--- src/rtl/adc_capture_mem_ctrl_if.sv ---
`default_nettype none
// ============================================================================
// Module   : adc_capture_mem_ctrl_if
// Brief    : Control, sample-in, read-out and SRAM bundle of the ADC capture
//            memory sequencer.
// Revision : 1.0  initial release
// ============================================================================
interface adc_capture_mem_ctrl_if #(
  parameter int ADDR_WIDTH = 15,
  parameter int DATA_WIDTH = 36
);
  logic                  start;
  logic                  trig;
  logic [ADDR_WIDTH-1:0] cfg_post_cnt;
  logic                  wr_vld;
  logic [DATA_WIDTH-1:0] wr_data;
  logic                  rd_go;
  logic                  rd_vld;
  logic [DATA_WIDTH-1:0] rd_data;
  logic                  rd_last;
  logic                  rd_ready;
  logic                  busy;
  logic                  done;
  logic                  wrapped;
  logic [ADDR_WIDTH-1:0] trig_addr;
  logic                  mem_ceb;
  logic                  mem_web;
  logic [ADDR_WIDTH-1:0] mem_a;
  logic [DATA_WIDTH-1:0] mem_d;
  logic [DATA_WIDTH-1:0] mem_q;

  // Environment side: drives commands, samples, downstream ready and SRAM data.
  modport master (
    output start, trig, cfg_post_cnt, wr_vld, wr_data, rd_go, rd_ready, mem_q,
    input  rd_vld, rd_data, rd_last, busy, done, wrapped, trig_addr,
           mem_ceb, mem_web, mem_a, mem_d
  );

  // Sequencer side.
  modport slave (
    input  start, trig, cfg_post_cnt, wr_vld, wr_data, rd_go, rd_ready, mem_q,
    output rd_vld, rd_data, rd_last, busy, done, wrapped, trig_addr,
           mem_ceb, mem_web, mem_a, mem_d
  );
endinterface
`default_nettype wire

--- src/rtl/adc_capture_mem_ctrl.sv ---
`default_nettype none
// ============================================================================
// Module   : adc_capture_mem_ctrl
// Brief    : Circular pre/post-trigger capture into a single-port SRAM and
//            oldest-first read-out over a valid/ready stream.
// Revision : 1.0  initial release
// ============================================================================
module adc_capture_mem_ctrl #(
  parameter int ADDR_WIDTH = 15,
  parameter int DATA_WIDTH = 36
) (
  input  logic                 CLK,
  input  logic                 RST,
  adc_capture_mem_ctrl_if.slave bus
);

  // Read-out buffer must cover command register + SRAM latency + one word
  // being consumed to sustain one word per cycle.
  localparam int FIFO_DEPTH = 4;
  localparam logic [ADDR_WIDTH:0] DEPTH_CNT = {1'b1, {ADDR_WIDTH{1'b0}}};

  typedef enum logic [2:0] {
    S_IDLE  = 3'd0,
    S_ARMED = 3'd1,
    S_POST  = 3'd2,
    S_DONE  = 3'd3,
    S_READ  = 3'd4
  } state_t;

  state_t                state_q, state_d;
  logic [ADDR_WIDTH-1:0] wr_ptr_q, wr_ptr_d;
  logic                  wrapped_q, wrapped_d;
  logic [ADDR_WIDTH-1:0] trig_addr_q, trig_addr_d;
  logic [ADDR_WIDTH-1:0] post_rem_q, post_rem_d;
  logic [ADDR_WIDTH-1:0] rd_addr_q, rd_addr_d;
  logic [ADDR_WIDTH:0]   rd_rem_q, rd_rem_d;
  logic                  mem_ceb_q, mem_ceb_d, mem_web_q, mem_web_d;
  logic [ADDR_WIDTH-1:0] mem_a_q, mem_a_d;
  logic [DATA_WIDTH-1:0] mem_d_q, mem_d_d;
  logic                  busy_q, busy_d, done_q, done_d;
  // p1: read command on the SRAM pins; p2: its data on mem_q.
  logic                  rd_p1_q, rd_p1_d, rd_p1_last_q, rd_p1_last_d;
  logic                  rd_p2_q, rd_p2_d, rd_p2_last_q, rd_p2_last_d;
  logic [DATA_WIDTH-1:0] fifo_data_q [FIFO_DEPTH];
  logic [DATA_WIDTH-1:0] fifo_data_d [FIFO_DEPTH];
  logic [FIFO_DEPTH-1:0] fifo_last_q, fifo_last_d;
  logic [1:0]            fifo_rd_q, fifo_rd_d, fifo_wr_q, fifo_wr_d;
  logic [2:0]            fifo_cnt_q, fifo_cnt_d;

  logic                  w_rd_vld;
  logic                  w_pop;
  logic [2:0]            w_credits;
  logic                  rd_req;

  assign w_rd_vld  = (fifo_cnt_q != 3'd0);
  assign w_pop     = w_rd_vld & bus.rd_ready;
  // Words the buffer is committed to hold once the current pop completes.
  assign w_credits = fifo_cnt_q - {2'b00, w_pop} + {2'b00, rd_p1_q} + {2'b00, rd_p2_q};

  assign bus.rd_vld    = w_rd_vld;
  assign bus.rd_data   = fifo_data_q[fifo_rd_q];
  assign bus.rd_last   = w_rd_vld & fifo_last_q[fifo_rd_q];
  assign bus.busy      = busy_q;
  assign bus.done      = done_q;
  assign bus.wrapped   = wrapped_q;
  assign bus.trig_addr = trig_addr_q;
  assign bus.mem_ceb   = mem_ceb_q;
  assign bus.mem_web   = mem_web_q;
  assign bus.mem_a     = mem_a_q;
  assign bus.mem_d     = mem_d_q;

  // Next-state, SRAM command and read-out buffer bookkeeping.
  always_comb begin
    state_d      = state_q;
    wr_ptr_d     = wr_ptr_q;
    wrapped_d    = wrapped_q;
    trig_addr_d  = trig_addr_q;
    post_rem_d   = post_rem_q;
    rd_addr_d    = rd_addr_q;
    rd_rem_d     = rd_rem_q;
    mem_ceb_d    = 1'b1;
    mem_web_d    = 1'b1;
    mem_a_d      = mem_a_q;
    mem_d_d      = mem_d_q;
    rd_p1_d      = 1'b0;
    rd_p1_last_d = 1'b0;
    rd_p2_d      = rd_p1_q;
    rd_p2_last_d = rd_p1_last_q;
    fifo_data_d  = fifo_data_q;
    fifo_last_d  = fifo_last_q;
    fifo_rd_d    = fifo_rd_q;
    fifo_wr_d    = fifo_wr_q;
    rd_req       = 1'b0;

    if (rd_p2_q) begin
      fifo_data_d[fifo_wr_q] = bus.mem_q;
      fifo_last_d[fifo_wr_q] = rd_p2_last_q;
      fifo_wr_d              = fifo_wr_q + 2'd1;
    end
    if (w_pop) begin
      fifo_rd_d = fifo_rd_q + 2'd1;
    end
    fifo_cnt_d = fifo_cnt_q + {2'b00, rd_p2_q} - {2'b00, w_pop};

    case (state_q)
      S_IDLE: ;
      S_ARMED, S_POST: begin
        if (bus.wr_vld) begin
          mem_ceb_d = 1'b0;
          mem_web_d = 1'b0;
          mem_a_d   = wr_ptr_q;
          mem_d_d   = bus.wr_data;
          wr_ptr_d  = wr_ptr_q + ADDR_WIDTH'(1);
          if (wr_ptr_q == '1) begin
            wrapped_d = 1'b1;
          end
          if (state_q == S_POST) begin
            post_rem_d = post_rem_q - ADDR_WIDTH'(1);
            if (post_rem_q == ADDR_WIDTH'(1)) begin
              state_d = S_DONE;
            end
          end
        end
        // A same-cycle sample is pre-trigger, so the trigger lands after it.
        if (state_q == S_ARMED && bus.trig) begin
          trig_addr_d = wr_ptr_d;
          post_rem_d  = bus.cfg_post_cnt;
          state_d     = (bus.cfg_post_cnt == '0) ? S_DONE : S_POST;
        end
      end
      S_DONE: begin
        if (bus.rd_go) begin
          rd_addr_d = wrapped_q ? wr_ptr_q : '0;
          rd_rem_d  = wrapped_q ? DEPTH_CNT : {1'b0, wr_ptr_q};
          state_d   = (rd_rem_d == '0) ? S_IDLE : S_READ;
          // First read issues here to shave a cycle off read-out latency.
          rd_req    = (rd_rem_d != '0);
        end
      end
      S_READ: begin
        rd_req = (rd_rem_q != '0) && (w_credits < 3'(FIFO_DEPTH));
        if (w_pop && fifo_last_q[fifo_rd_q]) begin
          state_d = S_IDLE;
        end
      end
      default: state_d = S_IDLE;
    endcase

    if (rd_req) begin
      mem_ceb_d    = 1'b0;
      mem_web_d    = 1'b1;
      mem_a_d      = rd_addr_d;
      rd_addr_d    = rd_addr_d + ADDR_WIDTH'(1);
      rd_p1_d      = 1'b1;
      rd_p1_last_d = (rd_rem_d == (ADDR_WIDTH+1)'(1));
      rd_rem_d     = rd_rem_d - (ADDR_WIDTH+1)'(1);
    end

    // start overrides everything, including a same-cycle trigger or sample.
    if (bus.start) begin
      state_d      = S_ARMED;
      wr_ptr_d     = '0;
      wrapped_d    = 1'b0;
      trig_addr_d  = '0;
      rd_rem_d     = '0;
      mem_ceb_d    = 1'b1;
      mem_web_d    = 1'b1;
      mem_a_d      = mem_a_q;
      mem_d_d      = mem_d_q;
      rd_p1_d      = 1'b0;
      rd_p1_last_d = 1'b0;
      rd_p2_d      = 1'b0;
      rd_p2_last_d = 1'b0;
      fifo_rd_d    = 2'd0;
      fifo_wr_d    = 2'd0;
      fifo_cnt_d   = 3'd0;
    end

    busy_d = (state_d != S_IDLE);
    done_d = (state_d == S_DONE);
  end

  // State, pointer, SRAM-command and buffer registers.
  always_ff @(posedge CLK) begin
    if (RST) begin
      state_q      <= S_IDLE;
      wr_ptr_q     <= '0;
      wrapped_q    <= 1'b0;
      trig_addr_q  <= '0;
      post_rem_q   <= '0;
      rd_addr_q    <= '0;
      rd_rem_q     <= '0;
      mem_ceb_q    <= 1'b1;
      mem_web_q    <= 1'b1;
      mem_a_q      <= '0;
      mem_d_q      <= '0;
      busy_q       <= 1'b0;
      done_q       <= 1'b0;
      rd_p1_q      <= 1'b0;
      rd_p1_last_q <= 1'b0;
      rd_p2_q      <= 1'b0;
      rd_p2_last_q <= 1'b0;
      fifo_data_q  <= '{default: '0};
      fifo_last_q  <= '0;
      fifo_rd_q    <= 2'd0;
      fifo_wr_q    <= 2'd0;
      fifo_cnt_q   <= 3'd0;
    end else begin
      state_q      <= state_d;
      wr_ptr_q     <= wr_ptr_d;
      wrapped_q    <= wrapped_d;
      trig_addr_q  <= trig_addr_d;
      post_rem_q   <= post_rem_d;
      rd_addr_q    <= rd_addr_d;
      rd_rem_q     <= rd_rem_d;
      mem_ceb_q    <= mem_ceb_d;
      mem_web_q    <= mem_web_d;
      mem_a_q      <= mem_a_d;
      mem_d_q      <= mem_d_d;
      busy_q       <= busy_d;
      done_q       <= done_d;
      rd_p1_q      <= rd_p1_d;
      rd_p1_last_q <= rd_p1_last_d;
      rd_p2_q      <= rd_p2_d;
      rd_p2_last_q <= rd_p2_last_d;
      fifo_data_q  <= fifo_data_d;
      fifo_last_q  <= fifo_last_d;
      fifo_rd_q    <= fifo_rd_d;
      fifo_wr_q    <= fifo_wr_d;
      fifo_cnt_q   <= fifo_cnt_d;
    end
  end

endmodule
`default_nettype wire

--- src/flat_wrapper.sv ---
// flat-port wrapper written by rule: the top's interface ports become plain ports
module adc_capture_mem_ctrl_flat 
#(
  parameter int ADDR_WIDTH = 15,
  parameter int DATA_WIDTH = 36
)
  (CLK, RST, bus_start, bus_trig, bus_cfg_post_cnt, bus_wr_vld, bus_wr_data, bus_rd_go, bus_rd_ready, bus_mem_q, bus_rd_vld, bus_rd_data, bus_rd_last, bus_busy, bus_done, bus_wrapped, bus_trig_addr, bus_mem_ceb, bus_mem_web, bus_mem_a, bus_mem_d);
  adc_capture_mem_ctrl_if #(.ADDR_WIDTH(ADDR_WIDTH), .DATA_WIDTH(DATA_WIDTH)) bus_i ();
  input  logic CLK;
  input  logic RST;
  input wire logic [$bits(bus_i.start)-1:0] bus_start;
  input wire logic [$bits(bus_i.trig)-1:0] bus_trig;
  input wire logic [$bits(bus_i.cfg_post_cnt)-1:0] bus_cfg_post_cnt;
  input wire logic [$bits(bus_i.wr_vld)-1:0] bus_wr_vld;
  input wire logic [$bits(bus_i.wr_data)-1:0] bus_wr_data;
  input wire logic [$bits(bus_i.rd_go)-1:0] bus_rd_go;
  input wire logic [$bits(bus_i.rd_ready)-1:0] bus_rd_ready;
  input wire logic [$bits(bus_i.mem_q)-1:0] bus_mem_q;
  output wire logic [$bits(bus_i.rd_vld)-1:0] bus_rd_vld;
  output wire logic [$bits(bus_i.rd_data)-1:0] bus_rd_data;
  output wire logic [$bits(bus_i.rd_last)-1:0] bus_rd_last;
  output wire logic [$bits(bus_i.busy)-1:0] bus_busy;
  output wire logic [$bits(bus_i.done)-1:0] bus_done;
  output wire logic [$bits(bus_i.wrapped)-1:0] bus_wrapped;
  output wire logic [$bits(bus_i.trig_addr)-1:0] bus_trig_addr;
  output wire logic [$bits(bus_i.mem_ceb)-1:0] bus_mem_ceb;
  output wire logic [$bits(bus_i.mem_web)-1:0] bus_mem_web;
  output wire logic [$bits(bus_i.mem_a)-1:0] bus_mem_a;
  output wire logic [$bits(bus_i.mem_d)-1:0] bus_mem_d;
  assign bus_i.start = bus_start;
  assign bus_i.trig = bus_trig;
  assign bus_i.cfg_post_cnt = bus_cfg_post_cnt;
  assign bus_i.wr_vld = bus_wr_vld;
  assign bus_i.wr_data = bus_wr_data;
  assign bus_i.rd_go = bus_rd_go;
  assign bus_i.rd_ready = bus_rd_ready;
  assign bus_i.mem_q = bus_mem_q;
  assign bus_rd_vld = bus_i.rd_vld;
  assign bus_rd_data = bus_i.rd_data;
  assign bus_rd_last = bus_i.rd_last;
  assign bus_busy = bus_i.busy;
  assign bus_done = bus_i.done;
  assign bus_wrapped = bus_i.wrapped;
  assign bus_trig_addr = bus_i.trig_addr;
  assign bus_mem_ceb = bus_i.mem_ceb;
  assign bus_mem_web = bus_i.mem_web;
  assign bus_mem_a = bus_i.mem_a;
  assign bus_mem_d = bus_i.mem_d;
  adc_capture_mem_ctrl #(.ADDR_WIDTH(ADDR_WIDTH), .DATA_WIDTH(DATA_WIDTH)) u_core (.CLK(CLK), .RST(RST), .bus(bus_i));
endmodule
--- config.mk ---
export PLATFORM = sky130hd
export DESIGN_NAME = adc_capture_mem_ctrl_flat
export DESIGN_NICKNAME = d
export VERILOG_FILES = /design/src/rtl/adc_capture_mem_ctrl_if.sv /design/src/rtl/adc_capture_mem_ctrl.sv /design/src/flat_wrapper.sv
export SDC_FILE = /design/constraint.sdc
export NUM_CORES = 1
export LEC_CHECK = 0
export ABC_AREA = 0
export CAP_MARGIN = 0
export CORE_ASPECT_RATIO = 0.6
export CORE_UTILIZATION = 55
export DETAILED_ROUTE_END_ITERATION = 6
export HOLD_SLACK_MARGIN = 0.1
export PLACE_DENSITY_LB_ADDON = 0.05
export SYNTH_ARGS = -nofsm -noshare
export SYNTH_HDL_FRONTEND = slang
export SYNTH_SLANG_ARGS = --single-unit
--- constraint.sdc ---
create_clock -name CLK -period 6.83 [get_ports CLK]
set_clock_uncertainty 0.2 [all_clocks]
set_input_delay 1.0245 -clock CLK [delete_from_list [all_inputs] [get_ports CLK]]
set_output_delay 1.0245 -clock CLK [all_outputs]
set_load 0.005 [all_outputs]
# Word level (Yosys, flattened, before mapping)

Index checks and enable logic that the tools add are counted.

Logic and storage cells: 124
Register bits after elaboration: 294
Output and inout port bits: 109

Magnitude comparators: 7
Multiplexer cells: 42
Equal/unequal tests: 8
Reductions and logical operators: 25
Add/sub/neg operators: 11
Bitwise gates (word level): 6

Operators with widths:

| cell                  | number |
|---|---|
| $mux 15               | 11 |
| $bwmux 144            | 1 |
| $mux 36               | 3 |
| $bmux 36 s2           | 1 |
| $demux 36 s2          | 1 |
| $mux 16               | 4 |
| $reduce_bool 16->1    | 2 |
| $add 15x1->15 const B | 2 |
| $mux 3                | 8 |
| $eq 16x1->1 const B   | 1 |
| $logic_not 16->1      | 1 |
| $sub 16x1->16 const B | 1 |
| $eq 15x1->1 const B   | 1 |
| $eq 15x15->1 const B  | 1 |
| $logic_not 15->1      | 1 |
| $sub 15x1->15 const B | 1 |
| $pmux 3 s4            | 1 |
| $reduce_and 3->1      | 4 |
| $add 3x1->3           | 3 |
| $eq 3x2->1 const B    | 3 |
| $mux 1                | 8 |
| $reduce_bool 2->1     | 4 |
| $ge 3x3->1 const B    | 2 |
| $lt 2x3->1 const B    | 2 |
| other kinds (20)      | 32 |

# Longest topological paths before layout

Gate-level depths: netlist of the first run.

Word-level depth: 10
Mapped depth: 14
Gate-level depth less buffers: 11

# Least setup slack after synthesis of the first run

No wires, ideal clock.

Path type: input-to-reg
From: input port bus_rd_ready
To: register u_core.rd_addr_q[11]
Path slack: 3239 ps
Data arrival time: 3270 ps
Path buffers: 2
Required time: 6509 ps
Stages: 12
Cells stage by stage: and2_1 > clkbuf_1 > ha_1 > inv_1 > ha_1 > a21o_1 > a21oi_1 > xor2_1 > o31a_1 > buf_2 > nor4_1 > mux2_2

Word-level cells in the longest chain between the ends: 8

RTL lines:

| element                   | line                        | source |
|---|---|---|
| start: declaration        | flat_wrapper.sv:17          | `input wire logic [$bits(bus_i.rd_ready)-1:0] bus_rd_ready;` |
| $and 1x1->1               | adc_capture_mem_ctrl.sv:56  | `assign w_pop = w_rd_vld & bus.rd_ready;` |
| via u_core.w_pop          | adc_capture_mem_ctrl.sv:51  | `logic w_pop;` |
| $sub 3x1->3               | adc_capture_mem_ctrl.sv:58  | `assign w_credits = fifo_cnt_q - {2'b00, w_pop} + {2'b00, rd_p1_q} + {2'b00, rd_p2_q};` |
| $add 3x1->3 (2 in series) | adc_capture_mem_ctrl.sv:58  |  |
| $lt 3x3->1                | adc_capture_mem_ctrl.sv:141 | `rd_req = (rd_rem_q != '0) && (w_credits < 3'(FIFO_DEPTH));` |
| $logic_and 1x1->1         | adc_capture_mem_ctrl.sv:141 |  |
| $pmux 1 s2                | adc_capture_mem_ctrl.sv:105 | `case (state_q)` |
| $mux 15                   | adc_capture_mem_ctrl.sv:149 | `if (rd_req) begin` |
| end signal: assignment    | adc_capture_mem_ctrl.sv:214 | `rd_addr_q <= rd_addr_d;` |
| end: declaration          | adc_capture_mem_ctrl.sv:35  | `logic [ADDR_WIDTH-1:0] rd_addr_q, rd_addr_d;` |

The timed path passes the listed nets, and every way through them passes these cells.
A chain may end at the register's enable or synchronous reset.

# Final worst setup path of the first run

From: input port bus_rd_ready
To: register u_core.rd_rem_q[15]

Word-level cells in the longest chain between the ends: 8

RTL lines:

| element                   | line                        | source |
|---|---|---|
| $and 1x1->1               | adc_capture_mem_ctrl.sv:56  |  |
| $sub 3x1->3               | adc_capture_mem_ctrl.sv:58  |  |
| $add 3x1->3 (2 in series) | adc_capture_mem_ctrl.sv:58  |  |
| $lt 3x3->1                | adc_capture_mem_ctrl.sv:141 |  |
| $logic_and 1x1->1         | adc_capture_mem_ctrl.sv:141 |  |
| $pmux 1 s2                | adc_capture_mem_ctrl.sv:105 |  |
| $mux 16                   | adc_capture_mem_ctrl.sv:149 |  |
| end signal: assignment    | adc_capture_mem_ctrl.sv:215 | `rd_rem_q <= rd_rem_d;` |
| end: declaration          | adc_capture_mem_ctrl.sv:36  | `logic [ADDR_WIDTH:0] rd_rem_q, rd_rem_d;` |

Every way passes these cells.

==> results of run 1 <==
==> metal layers <==
| metal | wire length (um) | up-vias | share of wire |
|---|---|---|---|
| met5 | 0 | - | 0 |
| li1 | - | 5747 | - |
| met4 | 483 | 0 | 0.013 |
| met1 | 16800 | 5682 | 0.46 |
| met2 | 16000 | 458 | 0.44 |
| met3 | 3260 | 39 | 0.089 |
==> flip-flops by register name, summed over array words and instances (netlist names), 4 cells and up <==
register,flops
u_core.bus.mem_d,36
u_core.bus.mem_a,15
u_core.fifo_last_q,4
u_core.fifo_data_q,144
u_core.bus.trig_addr,15
u_core.rd_rem_q,16
u_core.wr_ptr_q,15
u_core.rd_addr_q,15
u_core.post_rem_q,15
==> how the worst max path moves through the flow <==
stage                 start              endpoint  slack [ns]  cells after the start
3_5_place_dp   bus_rd_ready   u_core.rd_rem_q[15]        2.19                     12
6_report       bus_rd_ready   u_core.rd_rem_q[15]        2.68                     12
3_3_place_gp   bus_rd_ready   u_core.bus.mem_a[4]        2.25                     12
2_1_floorplan  bus_rd_ready  u_core.rd_addr_q[11]        3.24                     12
5_1_grt        bus_rd_ready   u_core.rd_rem_q[15]        2.44                     12
4_1_cts        bus_rd_ready   u_core.rd_rem_q[15]        2.73                     12
==> power by group through the flow <==
stage | Sequential, mW | Combinational, mW | Clock [mW]
floorplan | 1.77 | 0.0737 | 0
global placement | 1.77 | 0.169 | 0
detailed placement | 1.77 | 0.170 | 0
CTS | 1.74 | 0.171 | 1.57
global route | 1.74 | 0.186 | 1.64
finish | 1.74 | 0.172 | 1.55
==> synth_stat cells (3+ instances only) <==
cell type    n
nor3b_1     14
ha_1        14
or3_1        5
nor2b_1      3
a31o_2       4
buf_2       19
nand2_1    441
a221o_1     13
or2_2        4
and2_1      13
a21oi_1    235
a21o_1       4
nor4bb_1     3
nand3b_1     5
inv_1       16
o21ai_0     20
nor3_1      47
clkbuf_1    90
a221oi_1     4
xnor2_1     20
o311ai_0     3
a31oi_1      6
and3_1      16
mux2_2       3
nor4_1      21
o211ai_1     5
o31ai_1      5
mux2i_1      3
buf_1       21
dfxtp_1    294
nand4_1     14
and4_1       5
nand3_1     29
mux4_2      37
o31a_1       6
xor2_1      17
nor2_1      83
o21a_1       5
a211oi_1    18
==> final cells by class <==
type / count / area share
inverter: 16 / 0.00375
sequential: 294 / 0.368
clock buffer: 40 / 0.0502
tap: 315 / 0.0246
clock inverter: 8 / 0.00601
multi-input combinational: 1157 / 0.415
timing repair buffer: 217 / 0.133
==> worst min-delay path: stages, from the launching register on <==
cell and delay, ns:
dfxtp_1 0.31, nand2_1 0.05, a21oi_1 0.05
==> logic make-up (layout without fill, tap and decap cells) <==
logic type / after synthesis / in the layout / share of synthesized area
compound gates: 343 / 343 / 0.154
xor+xnor: 37 / 37 / 0.0248
fa+ha+maj: 15 / 15 / 0.0149
buf+inv: 147 / 281 / 0.0446
flops: 294 / 294 / 0.450
mux: 43 / 43 / 0.0686
simple gates: 719 / 719 / 0.243
==> flow_summary.json, run 1 <==
{
  "outcome": "finished, final reports clean",
  "wirelength_um": 36500,
  "die_h_um": 121,
  "combinationalPowerShare": 0.050,
  "antenna_found_initial": 0,
  "cp_max_fo": 24,
  "timing.critical_path.buf_inv": 3,
  "postCtsSetupBuffers": 0,
  "fmax_mhz": 241,
  "arrival_ns": 4.39,
  "finalPower_mw": 3.45,
  "critical_path.cell_chain": "clkdlybuf4s50_1 > and2_1 > ha_1 > inv_1 > ha_1 > a21o_1 > a21oi_1 > xor2_1 > o31a_1 > buf_4 > nor2_1 > a221oi_1",
  "ys_types": 65,
  "finalSetupViolCount": 0,
  "netlist.area_leader.share": 0.450,
  "die_x_um": 201,
  "ios": 203,
  "syn_to_final_growth_pct": 22.5,
  "dp_hpwl_um": 23300,
  "cts_resized": 0,
  "cts_buffers": 27,
  "tightest_slew_ns": 1.08,
  "regArea_mm2": 0.00589,
  "dp.cells": 1999,
  "final_util": 0.691,
  "grt.met3_usage": 0.0706,
  "vias": 11900,
  "synth-main-ff-cell": "dfxtp_1",
  "finalMaxSlewViolations": 0,
  "yosysTopAreaCell": "dfxtp_1",
  "min_period_ns": 4.15,
  "fill_cells": 1908,
  "ff2ff_setup_slack_ns": 2.80,
  "drtIter0Drc": 1333,
  "p_sw_frac": 0.219,
  "slew_headroom": 0.272,
  "design_area_mm2": 0.0160,
  "io_buffers": 202,
  "hold_viol": 0,
  "setup-tns-final_ns": 0,
  "cts_root_buf": "clkbuf_16",
  "netlist_top_cells_area": "dfxtp_1, nand2_1, a21oi_1",
  "synth_edf_count": 0,
  "startpoint_type": "input pin",
  "syn_area_mm2": 0.0131,
  "hold_ws_ns": 0.253,
  "antenna_cells": 0,
  "ir_worst_vdd_v": 0.000182,
  "cp_common_cell": "ha_1",
  "holdCritPathClass": "reg2reg",
  "p_int_mw": 2.70,
  "grt_pass1_vias": 11100,
  "cts_buffer_depth": 3,
  "clkPwrFrac": 0.448,
  "yosys_warnings": 0,
  "path_class": "in2reg",
  "reg2reg_depth": 12,
  "dp_slack_ns": 2.19,
  "dieArea_mm2": 0.0244,
  "clkSinkCount": 294,
  "route.detailed.drc": 0,
  "drive_gt1_frac": 0.0722,
  "hold_start": "u_core.bus.mem_d[7]",
  "place_congestion": 0.904,
  "power.leakage_nw": 5.35,
  "htree_levels": 1,
  "async_flop_share": 0,
  "num_rows": 43,
  "holdPathStages": 2,
  "route.detailed.wl_per_inst_um": 17.8,
  "crit_family": "compound AO/OA/AOI/OAI gates",
  "clkLatencyLatePin_ns": 0.55,
  "coreArea_mm2": 0.0232,
  "worstPathRequired_ns": 7.07,
  "hold_end": "u_core.bus.mem_d[7]",
  "fin_nets": 1822,
  "rsz0062_at_grt": "false",
  "pwr-share-seq": 0.503,
  "cts_tree": "done",
  "fin_crit_sh": 0.608,
  "detail-route-antenna-nets": 0,
  "mostFrequentLayoutCells": "nand2_1, dfxtp_1, a21oi_1",
  "layout_commonest_cell": "nand2_1",
  "power_switching_mw": 0.757,
  "rr_endpoint": "u_core.rd_rem_q[15]",
  "hold_buffers": 0,
  "synth_cells": 1598,
  "ys_ff_latch": 294,
  "cap_violations": 0,
  "cellPowerDensity_mw_per_mm2": 216,
  "start_util": 0.564,
  "synth.avg_cell_area_um2": 8.18,
  "clk_pin_slew_worst_paths_ns": 0.07,
  "met1_usage": 0.426,
  "vias_per_cell": 5.83,
  "grt-busiest-layer": "met2",
  "end_kind": "flip-flop",
  "multi_input_area_mm2": 0.00664,
  "reg2reg_from": "u_core.fifo_cnt_q[1]",
  "gr-usage-met2": 0.438,
  "max_stage_delay_ns": 0.80,
  "syn-num-nets": 1707,
  "instances_no_fill": 2047,
  "yosysSeqAreaShare": 0.450,
  "groute.usage.overall": 0.293,
  "gr-total-overflow": 0,
  "grt_pass1_wl_um": 58000,
  "worst_slack_ns": 2.68,
  "place_area_mm2": 0.0151,
  "first_pass_iters": 7,
  "cp_slowest_cell": "o31a_1",
  "grt_start_max_net_pins": 116
}
No activity file was read; power rests on OpenSTA's default activity.
==> run 2, diff against run 1 <==
CORE_UTILIZATION = 54   (was 55)
clock period = 4.27 ns   (was 6.83 ns; I/O delays follow)
==> run 2 against run 1 <==
  * Clock-buffer cell count down 4
  * First-iteration DRC count grew 1.4%
  * Power increased by 64%
  * Largest power group unchanged
  * Highest routed layer is now met5
==> flow_summary.json, run 2 (synthesis results as in run 1) <==
{
  "holdCritPathClass": "reg2reg",
  "cp_max_fo": 31,
  "cp_slowest_cell": "or3_1",
  "outcome": "finished, final reports clean",
  "setup-tns-final_ns": 0,
  "ios": 203,
  "startpoint": "u_core.fifo_cnt_q[1]",
  "die_x_um": 203,
  "cellPowerDensity_mw_per_mm2": 350,
  "reg2reg_from": "u_core.fifo_cnt_q[1]",
  "end_kind": "flip-flop",
  "hold_start": "u_core.rd_p1_last_q",
  "num_rows": 43,
  "gr-total-overflow": 0,
  "die_h_um": 123,
  "dieArea_mm2": 0.0249,
  "htree_levels": 1,
  "cts_root_buf": "clkbuf_16",
  "slew_headroom": 0.196,
  "place_congestion": 0.893,
  "dp_hpwl_um": 24700,
  "grt_pass1_wl_um": 60900,
  "antenna_found_initial": 3,
  "vias": 12200,
  "instances_no_fill": 2062,
  "finalSetupViolCount": 0,
  "fmax_mhz": 280,
  "dp.cells": 2011,
  "max_stage_delay_ns": 0.40,
  "cp_common_cell": "ha_1",
  "rsz0062_at_grt": "false",
  "min_period_ns": 3.57,
  "ff2ff_setup_slack_ns": 0.70,
  "drtIter0Drc": 1351,
  "wirelength_um": 38400,
  "layout_commonest_cell": "nand2_1",
  "crit_family": "simple AND/OR/NAND/NOR gates",
  "cts_resized": 0,
  "rr_endpoint": "u_core.rd_addr_q[11]",
  "holdPathStages": 1,
  "first_pass_iters": 5,
  "detail-route-antenna-nets": 0,
  "startpoint_type": "flip-flop",
  "ir_worst_vdd_v": 0.000320,
  "route.detailed.wl_per_inst_um": 18.6,
  "cap_violations": 0,
  "postCtsSetupBuffers": 0,
  "wl_met3_um": 3990,
  "critical_path.cell_chain": "or3_1 > and2_1 > ha_1 > inv_1 > ha_1 > a21o_1 > a21oi_1 > xor2_1 > o31a_1 > buf_12 > nor4_1 > mux2_2",
  "grt_start_max_net_pins": 78,
  "reg2reg_depth": 12,
  "drive_gt1_frac": 0.0785,
  "clk_pin_slew_worst_paths_ns": 0.07,
  "worstPathRequired_ns": 4.51,
  "tightest_slew_ns": 1.20,
  "arrival_ns": 3.81,
  "grt_pass1_vias": 11300,
  "wl_met1_um": 17200,
  "cts_buffer_depth": 3,
  "fin_crit_sh": 0.835,
  "route.detailed.drc": 0,
  "cts_buffers": 27,
  "start_util": 0.559,
  "regMostFlops": "u_core.fifo_data_q",
  "clkLatencyLatePin_ns": 0.56,
  "mostFrequentLayoutCells": "nand2_1, dfxtp_1, a21oi_1",
  "hold_buffers": 0,
  "path_class": "reg2reg",
  "power.leakage_nw": 5.43,
  "cts_tree": "done",
  "hold_viol": 0,
  "finalMaxSlewViolations": 0,
  "groute.usage.overall": 0.307,
  "wl_met2_um": 16500,
  "hold_end": "u_core.rd_p2_last_q",
  "clkSinkCount": 294,
  "syn_to_final_growth_pct": 23.8,
  "routed.top_layer": "met5",
  "timing.critical_path.buf_inv": 2,
  "largest_reg_flops": 144,
  "vias_per_cell": 5.91,
  "fill_cells": 1932,
  "fin_nets": 1834,
  "coreArea_mm2": 0.0234,
  "io_buffers": 202
}
## run 2: metrics by stage
stage	worst slack (ns)	utilization	cell area (um2)	hold slack, ns	total power [mW]
floorplan	0.936	-	13100	0.206	2.95
global placement	0.408	0.651	15200	0.227	3.12
detailed placement	0.380	0.651	15200	0.224	3.12
CTS	0.672	0.691	16200	0.240	5.69
global route	0.553	0.691	16200	0.270	5.84
finish	0.704	0.692	16200	0.236	5.66
## run 2: routing by layer
metal  up-vias  track usage
met3        48       0.0794
met2       589        0.453
met4         2       0.0663
met1      5788        0.448
met5         -            0
li1       5766            -
## run 2: how the worst max path moves through the flow
stage / cells after the start / end
after global routing: 12 / u_core.rd_addr_q[11]
after global placement: 12 / u_core.rd_addr_q[11]
after detailed placement: 12 / u_core.rd_addr_q[11]
after CTS: 3 / bus_rd_data[34]
after floorplan: 13 / u_core.rd_addr_q[11]
final: 12 / u_core.rd_addr_q[11]
## run 2: report_power, final
group          internal, mW  total (mW)  switching [mW]
clock                  1.52        2.60            1.08
combinational         0.134       0.283           0.149
sequential             2.76        2.78          0.0161
total                  4.41        5.66            1.25
## run 2: layout make-up
type,count,area (um2),share of cell area
tap,315,394,0.0244
clock buffer,36,739,0.0457
sequential,294,5890,0.364
inverter,16,60.1,0.00371
antenna,2,5.00,0.000309
timing repair buffer,229,2260,0.140
clock inverter,13,194,0.0120
multi-input combinational,1157,6640,0.410
